File: src/rtl/pipeline_execute_stage.sv
`default_nettype none
// ============================================================================
// Module   : pipeline_execute_stage
// Purpose  : Execute stage between decode/regread and memory. It captures the
//            operands under a valid/ready handshake, shifts Rm, and computes
//            the ALU result or an iterative shift-add multiply. It also
//            maintains the architectural {N,Z,V} flags. Back-pressure from
//            downstream stalls the stage without losing the held instruction.
// Revision : 1.0 - initial release
// ----------------------------------------------------------------------------
// Ports
//   clk                    in   clock, rising edge
//   rst                    in   asynchronous reset, active-low
//   in_valid / in_ready    upstream handshake (in_ready independent of in_valid)
//   control_in             in   control word
//   data_Rm_in/Rn_in/Rd_in in   register operands
//   imm_in                 in   immediate
//   inst_type_in           in   instruction class, passed through
//   out_valid / out_ready  downstream handshake
//   control_out            out  registered control word
//   data_Rd_out            out  registered Rd (store data)
//   result_out             out  ALU / multiply result
//   inst_type_out          out  registered instruction class
//   loads                  out  control_out[8]
//   highbit_shifted_Rm_out out  MSB of shifted Rm
//   highbit_data_Rn_out    out  MSB of registered Rn
//   status_out             out  {N,Z,V} architectural flags
//   busy                   out  multiply in progress
// ============================================================================
module pipeline_execute_stage #(
  parameter int WIDTH   = 16,
  parameter int CTRL_W  = 22,
  parameter int ITYPE_W = 6
) (
  input  logic               clk,
  input  logic               rst,
  input  logic               in_valid,
  output logic               in_ready,
  input  logic [CTRL_W-1:0]  control_in,
  input  logic [WIDTH-1:0]   data_Rm_in,
  input  logic [WIDTH-1:0]   data_Rn_in,
  input  logic [WIDTH-1:0]   data_Rd_in,
  input  logic [WIDTH-1:0]   imm_in,
  input  logic [ITYPE_W-1:0] inst_type_in,
  output logic               out_valid,
  input  logic               out_ready,
  output logic [CTRL_W-1:0]  control_out,
  output logic [WIDTH-1:0]   data_Rd_out,
  output logic [WIDTH-1:0]   result_out,
  output logic [ITYPE_W-1:0] inst_type_out,
  output logic               loads,
  output logic               highbit_shifted_Rm_out,
  output logic               highbit_data_Rn_out,
  output logic [2:0]         status_out,
  output logic               busy
);

  localparam int CNT_W = (WIDTH > 1) ? $clog2(WIDTH) : 1;
  localparam logic [CNT_W-1:0] CNT_LAST = CNT_W'(WIDTH - 1);

  typedef enum logic [1:0] {
    S_EMPTY = 2'b00,
    S_MUL   = 2'b01,
    S_FULL  = 2'b10
  } state_t;

  state_t state_q;
  state_t state_d;

  logic [CTRL_W-1:0]  ctrl_q;
  logic [WIDTH-1:0]   rm_q;
  logic [WIDTH-1:0]   rn_q;
  logic [WIDTH-1:0]   rd_q;
  logic [WIDTH-1:0]   imm_q;
  logic [ITYPE_W-1:0] itype_q;
  logic [WIDTH-1:0]   acc_q;
  logic [CNT_W-1:0]   cnt_q;
  logic [2:0]         status_q;

  // Decode of the registered control word
  logic       asel;
  logic       bsel;
  logic       is_mul;
  logic       setflags;
  logic [1:0] alu_op;
  logic [1:0] shift_op;

  assign asel     = ctrl_q[10];
  assign bsel     = ctrl_q[9];
  assign alu_op   = ctrl_q[7:6];
  assign shift_op = ctrl_q[5:4];
  assign is_mul   = ctrl_q[11];
  assign setflags = ctrl_q[12];

  logic [WIDTH-1:0] shifted_rm;
  logic [WIDTH-1:0] op_a;
  logic [WIDTH-1:0] op_b;
  logic [WIDTH-1:0] add_res;
  logic [WIDTH-1:0] sub_res;
  logic [WIDTH-1:0] alu_res;
  logic             alu_v;
  logic [WIDTH-1:0] result;
  logic [2:0]       flags;
  logic [WIDTH-1:0] partial;
  logic             accept;
  logic             out_fire;

  always_comb begin
    shifted_rm = rm_q;
    case (shift_op)
      2'b01:   shifted_rm = {rm_q[WIDTH-2:0], 1'b0};
      2'b10:   shifted_rm = {1'b0, rm_q[WIDTH-1:1]};
      2'b11:   shifted_rm = {rm_q[WIDTH-1], rm_q[WIDTH-1:1]};
      default: shifted_rm = rm_q;
    endcase
  end

  assign op_a    = bsel ? imm_q : rn_q;
  assign op_b    = asel ? '0 : shifted_rm;
  assign add_res = op_a + op_b;
  assign sub_res = op_a - op_b;

  // Signed overflow: operands agree (ADD) or differ (SUB) in sign while
  // the result's sign departs from A.
  always_comb begin
    alu_res = add_res;
    alu_v   = 1'b0;
    case (alu_op)
      2'b00: begin
        alu_res = add_res;
        alu_v   = (op_a[WIDTH-1] == op_b[WIDTH-1]) && (add_res[WIDTH-1] != op_a[WIDTH-1]);
      end
      2'b01: begin
        alu_res = sub_res;
        alu_v   = (op_a[WIDTH-1] != op_b[WIDTH-1]) && (sub_res[WIDTH-1] != op_a[WIDTH-1]);
      end
      2'b10:   alu_res = op_a & op_b;
      default: alu_res = ~op_b;
    endcase
  end

  // The accumulator holds the finished product once the FSM leaves S_MUL.
  assign result = is_mul ? acc_q : alu_res;
  assign flags  = {result[WIDTH-1], (result == '0), (is_mul ? 1'b0 : alu_v)};

  // One multiplier bit per cycle; operands stay stable in their registers.
  assign partial = op_b[cnt_q] ? (op_a << cnt_q) : '0;

  assign in_ready  = (state_q == S_EMPTY) || ((state_q == S_FULL) && out_ready);
  assign out_valid = (state_q == S_FULL);
  assign busy      = (state_q == S_MUL);
  assign accept    = in_valid && in_ready;
  assign out_fire  = out_valid && out_ready;

  always_comb begin
    state_d = state_q;
    case (state_q)
      S_EMPTY: begin
        if (in_valid) state_d = control_in[11] ? S_MUL : S_FULL;
      end
      S_MUL: begin
        if (cnt_q == CNT_LAST) state_d = S_FULL;
      end
      S_FULL: begin
        if (out_ready) begin
          if (in_valid) state_d = control_in[11] ? S_MUL : S_FULL;
          else          state_d = S_EMPTY;
        end
      end
      default: state_d = S_EMPTY;
    endcase
  end

  always_ff @(posedge clk or negedge rst) begin
    if (!rst) begin
      state_q  <= S_EMPTY;
      ctrl_q   <= '0;
      rm_q     <= '0;
      rn_q     <= '0;
      rd_q     <= '0;
      imm_q    <= '0;
      itype_q  <= '0;
      acc_q    <= '0;
      cnt_q    <= '0;
      status_q <= '0;
    end else begin
      state_q <= state_d;
      if (accept) begin
        ctrl_q  <= control_in;
        rm_q    <= data_Rm_in;
        rn_q    <= data_Rn_in;
        rd_q    <= data_Rd_in;
        imm_q   <= imm_in;
        itype_q <= inst_type_in;
        acc_q   <= '0;
        cnt_q   <= '0;
      end else if (state_q == S_MUL) begin
        acc_q <= acc_q + partial;
        cnt_q <= (cnt_q == CNT_LAST) ? '0 : cnt_q + CNT_W'(1);
      end
      // Flags belong to the instruction leaving the stage on this edge.
      if (out_fire && setflags) status_q <= flags;
    end
  end

  assign control_out            = ctrl_q;
  assign data_Rd_out            = rd_q;
  assign result_out             = result;
  assign inst_type_out          = itype_q;
  assign loads                  = ctrl_q[8];
  assign highbit_shifted_Rm_out = shifted_rm[WIDTH-1];
  assign highbit_data_Rn_out    = rn_q[WIDTH-1];
  assign status_out             = status_q;

endmodule
`default_nettype wire

File: config.mk
export PLATFORM = sky130hd
export DESIGN_NAME = pipeline_execute_stage
export DESIGN_NICKNAME = d
export VERILOG_FILES = /design/src/rtl/pipeline_execute_stage.sv
export SDC_FILE = /design/constraint.sdc
export NUM_CORES = 1
export LEC_CHECK = 0
export BUFFER_PORTS_ARGS = -buffer_cell sky130_fd_sc_hd__buf_2
export CAP_MARGIN = 10
export CELL_PAD_IN_SITES_DETAIL_PLACEMENT = 0
export CELL_PAD_IN_SITES_GLOBAL_PLACEMENT = 1
export CORE_AREA = 8 8 135 162
export CTS_CLUSTER_DIAMETER = 120
export DETAILED_ROUTE_END_ITERATION = 12
export DIE_AREA = 0 0 143 170
export PLACE_DENSITY_LB_ADDON = 0.1
export REMOVE_ABC_BUFFERS = 1
export SLEW_MARGIN = 0
export SYNTH_ARGS = -nofsm -noshare
export SYNTH_HDL_FRONTEND = slang
export SYNTH_SLANG_ARGS = --single-unit
File: constraint.sdc
create_clock -name clk -period 7.8 [get_ports clk]
set_input_delay 1.17 -clock clk [delete_from_list [all_inputs] [get_ports clk]]
set_output_delay 1.17 -clock clk [all_outputs]
set_load 0.01 [all_outputs]
; Yosys cells after proc, flatten, opt, wreduce, memory -nomap -nowiden
; Index checks and enable logic that the tools add are counted.
[word_totals]
out_inout_bits = 69
wordCells = 65
reg_bits = 117
[classes]
bitwise = 2
n_eq_ne = 15
n_shift = 1
order_cmp = 1
reduce_logical = 11
addsub = 4
mux = 21
[op_table]
columns = operator, count
row1 = $mux W16, 6
row2 = $pmux W16 S3, 2
row3 = $add A16 B16 Y16, 2
row4 = $and A16 B16 Y16, 1
row5 = $logic_not A16 Y1, 1
row6 = $not A16 Y16, 1
row7 = $shl A16 B4 Y16, 1
row8 = $sub A16 B16 Y16, 1
row9 = $mux W4, 3
row10 = $mux W2, 5
row11 = $eq A2 B2 Y1 const B, 4
row12 = $eq A2 B1 Y1 const B, 3
row13 = $pmux W2 S3, 1
row14 = $logic_and A1 B1 Y1, 5
row15 = $lt A4 B5 Y1 const B, 1
row16 = $add A4 B1 Y4 const B, 1
row17 = $bmux W1 S4, 1
row18 = $eq A4 B4 Y1 const B, 1
row19 = $logic_not A2 Y1, 2
row20 = $ne A2 B1 Y1 const B, 2
row21 = $ne A1 B1 Y1, 3
row22 = $reduce_and A3 Y1, 1
row23 = $mux W1, 2
row24 = $ne A2 B2 Y1 const B, 1
row25 = 4 further kinds, 4

; Logic depth before layout (Yosys ltp)
[logic_depth]
word_depth = 9
ltp_mapped = 19

; Worst setup path before layout
; OpenSTA, ideal clock, no wires.
[synth_path]
kind = reg2out
from = register ctrl_q[4], in the netlist control_out[4]
to = output port result_out[14]
stages_incl_launch_ff = 15
slack_ns = 3.290
path_buffers = 1
arrival_ns = 3.340
cell_sequence = dfrtp_1 -> buf_6 -> or3b_2 -> a21oi_1 -> ha_1 -> inv_1 -> fa_1 -> a21oi_1 -> o211ai_1 -> nand3_1 -> and2_1 -> o21ai_0 -> a311oi_1 -> mux2_2 -> nor2_1
[synth_between]
elab_chain_len = 6
word_cells_on_any_way = 11
cone_classes = add/sub: 2 / eq/ne: 3 / mux: 4 / bitwise: 2
[synth_rtl]
columns = item, line_no
row1 = start: declaration, 70  ; logic [CTRL_W-1:0] ctrl_q;
row2 = start signal: assignment, 189  ; ctrl_q <= control_in;
row3 = $eq A2 B2 Y1 / $eq A2 B1 Y1 (equally long branches), 110  ; case (shift_op)
row4 = $pmux W16 S3 *, 110
row5 = $mux W16 *, 119  ; assign op_b = asel ? '0 : shifted_rm;
row6 = $sub A16 B16 Y16 (tied with other cells), 121  ; assign sub_res = op_a - op_b;
row7 = $pmux W16 S3 *, 128  ; case (alu_op)
row8 = $mux W16 *, 143  ; assign result = is_mul ? acc_q : alu_res;
row9 = end: declaration, 49  ; output logic [WIDTH-1:0] result_out,
; Every way passes the cells marked *; elsewhere a longest branch is shown, timed or not.

; Final worst setup path
[layout_path]
from = register ctrl_q[4], in the netlist control_out[4]
to = output port result_out[13]
; The elaborated chain is that of the path after synthesis.

==> impl_metrics.json <==
{
  "end_kind": "output pin",
  "postCtsResizedCells": 0,
  "ys_seq_area_share_pct": 33.8,
  "fmax_ghz": 0.174,
  "r2r-start": "control_out[5]",
  "die_w_microns": 143,
  "synth_edf_count": 0,
  "antenna_cells": 0,
  "numCtsBuffers": 17,
  "grt_pass1_vias": 7910,
  "fin_skew_ns": 0.0134,
  "worstMarginPinSlew_ns": 0.872,
  "yosysWarningCount": 0,
  "gp_congestion": 0.912,
  "coreArea_sq_mm": 0.0193,
  "synth-seq-cells": 117,
  "critPathKind": "reg -> out",
  "dp_hpwl_microns": 20500,
  "reg2reg_to": "acc_q[12]",
  "io-pin-count": 165,
  "cts-root-buf": "clkbuf_16",
  "rsz0062_at_grt": "false",
  "gr-total-overflow": 0,
  "outcome": "completed",
  "min_from": "status_out[1]",
  "drive_above_1_share_pct": 30.7,
  "slew_violations": 0,
  "syn_area_per_cell_sq_um": 9.23,
  "hold_viol_final": 0,
  "final_nets": 1220,
  "post-route-period-util_pct": 73.8,
  "port-buffer-count": 164,
  "first_pass_iters": 5,
  "drc": 0,
  "cts_tree": "done",
  "syn_to_final_growth_pct": 17.9,
  "wl_per_cell_microns": 19.6,
  "min_path_cells": 2,
  "synthCells": 940,
  "hold_buffers": 0,
  "clkSinkCount": 117,
  "finalSetupViolations": 0,
  "post-cts-setup-buffers": 0,
  "clk_latency_ns": 0.41,
  "drt_iter0_drc": 474,
  "synthDistinctLibCells": 70,
  "arrival_ns": 4.59,
  "routed_via_density": 5.63,
  "reg2reg_slack_ns": 2.77,
  "async_reset_ff_share_pct": 100,
  "multiInputGateArea_sq_mm": 0.00531,
  "vias": 7588,
  "grt_first_pass_wirelength_microns": 42300,
  "cap_violations": 0,
  "clk_pin_slew_ns": 0.06,
  "cp.required_ns": 6.63,
  "cts.path.max_buffers": 2,
  "wl_microns": 26500,
  "seqCellArea_sq_mm": 0.00293,
  "synth_area_sq_mm": 0.00867,
  "startpoint_type": "register",
  "final_util_pct": 53.1,
  "worstHoldEndpoint": "status_out[1]",
  "ant_nets": 0,
  "crit_fanout": 19,
  "dieHeight_microns": 170,
  "fp-row-count": 56,
  "worstRegToRegCells": 16,
  "start_util_pct": 45.0,
  "track_usage_pct": 22.1,
  "synth-main-ff-cell": "dfrtp_1",
  "grt_max_degree": 67,
  "min_path_type": "reg -> reg",
  "period_minus_slack_ns": 5.76,
  "relSlewSlack_pct": 41.5,
  "htreeDepth": 4,
  "die_area_sq_mm": 0.0243,
  "fill_cells": 1760,
  "antenna_found_initial": 0,
  "fin_tns_setup_ns": 0
}
registers in the layout, summed over array words and instances (netlist names):
register       count
rm_q              16
control_out       22
imm_q             16
data_Rd_out       16
cnt_q              4
status_out         3
acc_q             16
inst_type_out      6
rn_q              16
state_q            2
synth_stat cells, types with 9 or more instances:
library cell / instances / area share [%]
a211oi_1: 13 / 1.1
a21oi_1: 56 / 3.2
clkbuf_1: 40 / 1.7
dfrtp_1: 117 / 34
ha_1: 47 / 6.8
inv_1: 47 / 2.0
mux2_2: 107 / 14
mux2i_1: 41 / 4.7
nand2_1: 81 / 3.5
nand2b_1: 11 / 0.79
nand3_1: 14 / 0.81
nor2_1: 86 / 3.7
nor2b_1: 16 / 1.2
nor3_1: 17 / 0.98
o21ai_0: 40 / 2.3
o22ai_1: 19 / 1.4
xnor2_1: 14 / 1.4
xor2_1: 9 / 0.91
worst max-delay path, stage by stage (launching register included):
cell	delay, ns
dfrtp_1	0.84
mux2i_1	0.25
a211oi_1	0.51
inv_1	0.16
ha_1	0.33
nor2b_1	0.18
o311ai_1	0.16
a211oi_1	0.53
o211ai_2	0.17
a31oi_1	0.25
mux2_2	0.37
or2_2	0.27
buf_2	0.14
kinds of logic (layout without fill, tap and decap cells):
family	count (synthesis)	count (layout)	synth area share, %
AND/OR/NAND/NOR	270	270	14.5
AO/OA/AOI/OAI	222	222	17.3
multiplexers	152	152	19.7
flip-flops	117	117	33.8
buffers and inverters	106	253	5.03
adder cells (fa/ha/maj)	50	50	7.47
XOR/XNOR	23	23	2.32
cell type report:
class | count | share of cell area (%)
multi-input cells | 717 | 51.9
inverters | 49 | 1.80
repair buffers | 172 | 8.64
flip-flops and latches | 117 | 28.6
well taps | 261 | 3.19
clock inverters | 14 | 1.63
clock buffers | 18 | 4.20
worst max path at each step:
| stage | startpoint | to | slack [ns] | cells after the start |
|---|---|---|---|---|
| after global routing | control_out[5] | result_out[15] | 1.70 | 13 |
| after floorplan | out_ready | acc_q[15] | 3.09 | 6 |
| after detailed placement | control_out[4] | result_out[13] | 2.49 | 12 |
| after global placement | control_out[4] | result_out[12] | 2.53 | 12 |
| after CTS | control_out[4] | result_out[13] | 2.03 | 12 |
| final | control_out[4] | result_out[13] | 2.04 | 12 |
per-stage QoR:
stage / std cells / instance area [sq um] / setup slack, ns / hold WS, ns
2_1_floorplan: 883 / 8420 / 3.09 / 0.469
3_3_place_gp: 1316 / 9630 / 2.53 / 0.471
3_5_place_dp: 1316 / 9630 / 2.49 / 0.482
4_1_cts: 1348 / 10200 / 2.03 / 0.499
5_1_grt: 1348 / 10200 / 1.70 / 0.515
6_report: 1348 / 10200 / 2.04 / 0.495
per-layer routing:
layer,vias up,part of all wire [%],GRT usage (%)
met5,-,0,0
met4,0,2.5,8.38
met3,36,6.9,5.66
met2,258,47,35.8
met1,3612,44,27.7
li1,3682,-,-
layout by cell type (no fill, tap or decap), types with 13 or more instances in the layout:
cell	n
dfrtp_1	117
nand3_1	14
buf_2	163
nor3_1	17
o21ai_0	40
inv_1	47
mux2_2	107
xnor2_1	14
nor2_1	86
a211oi_1	13
o22ai_1	19
clkbuf_16	17
nor2b_1	16
nand2_1	81
ha_1	47
mux2i_1	41
a21oi_1	56
Power is not shown: default switching activity piles up to over one toggle a cycle in this logic, so the estimate is an artifact.
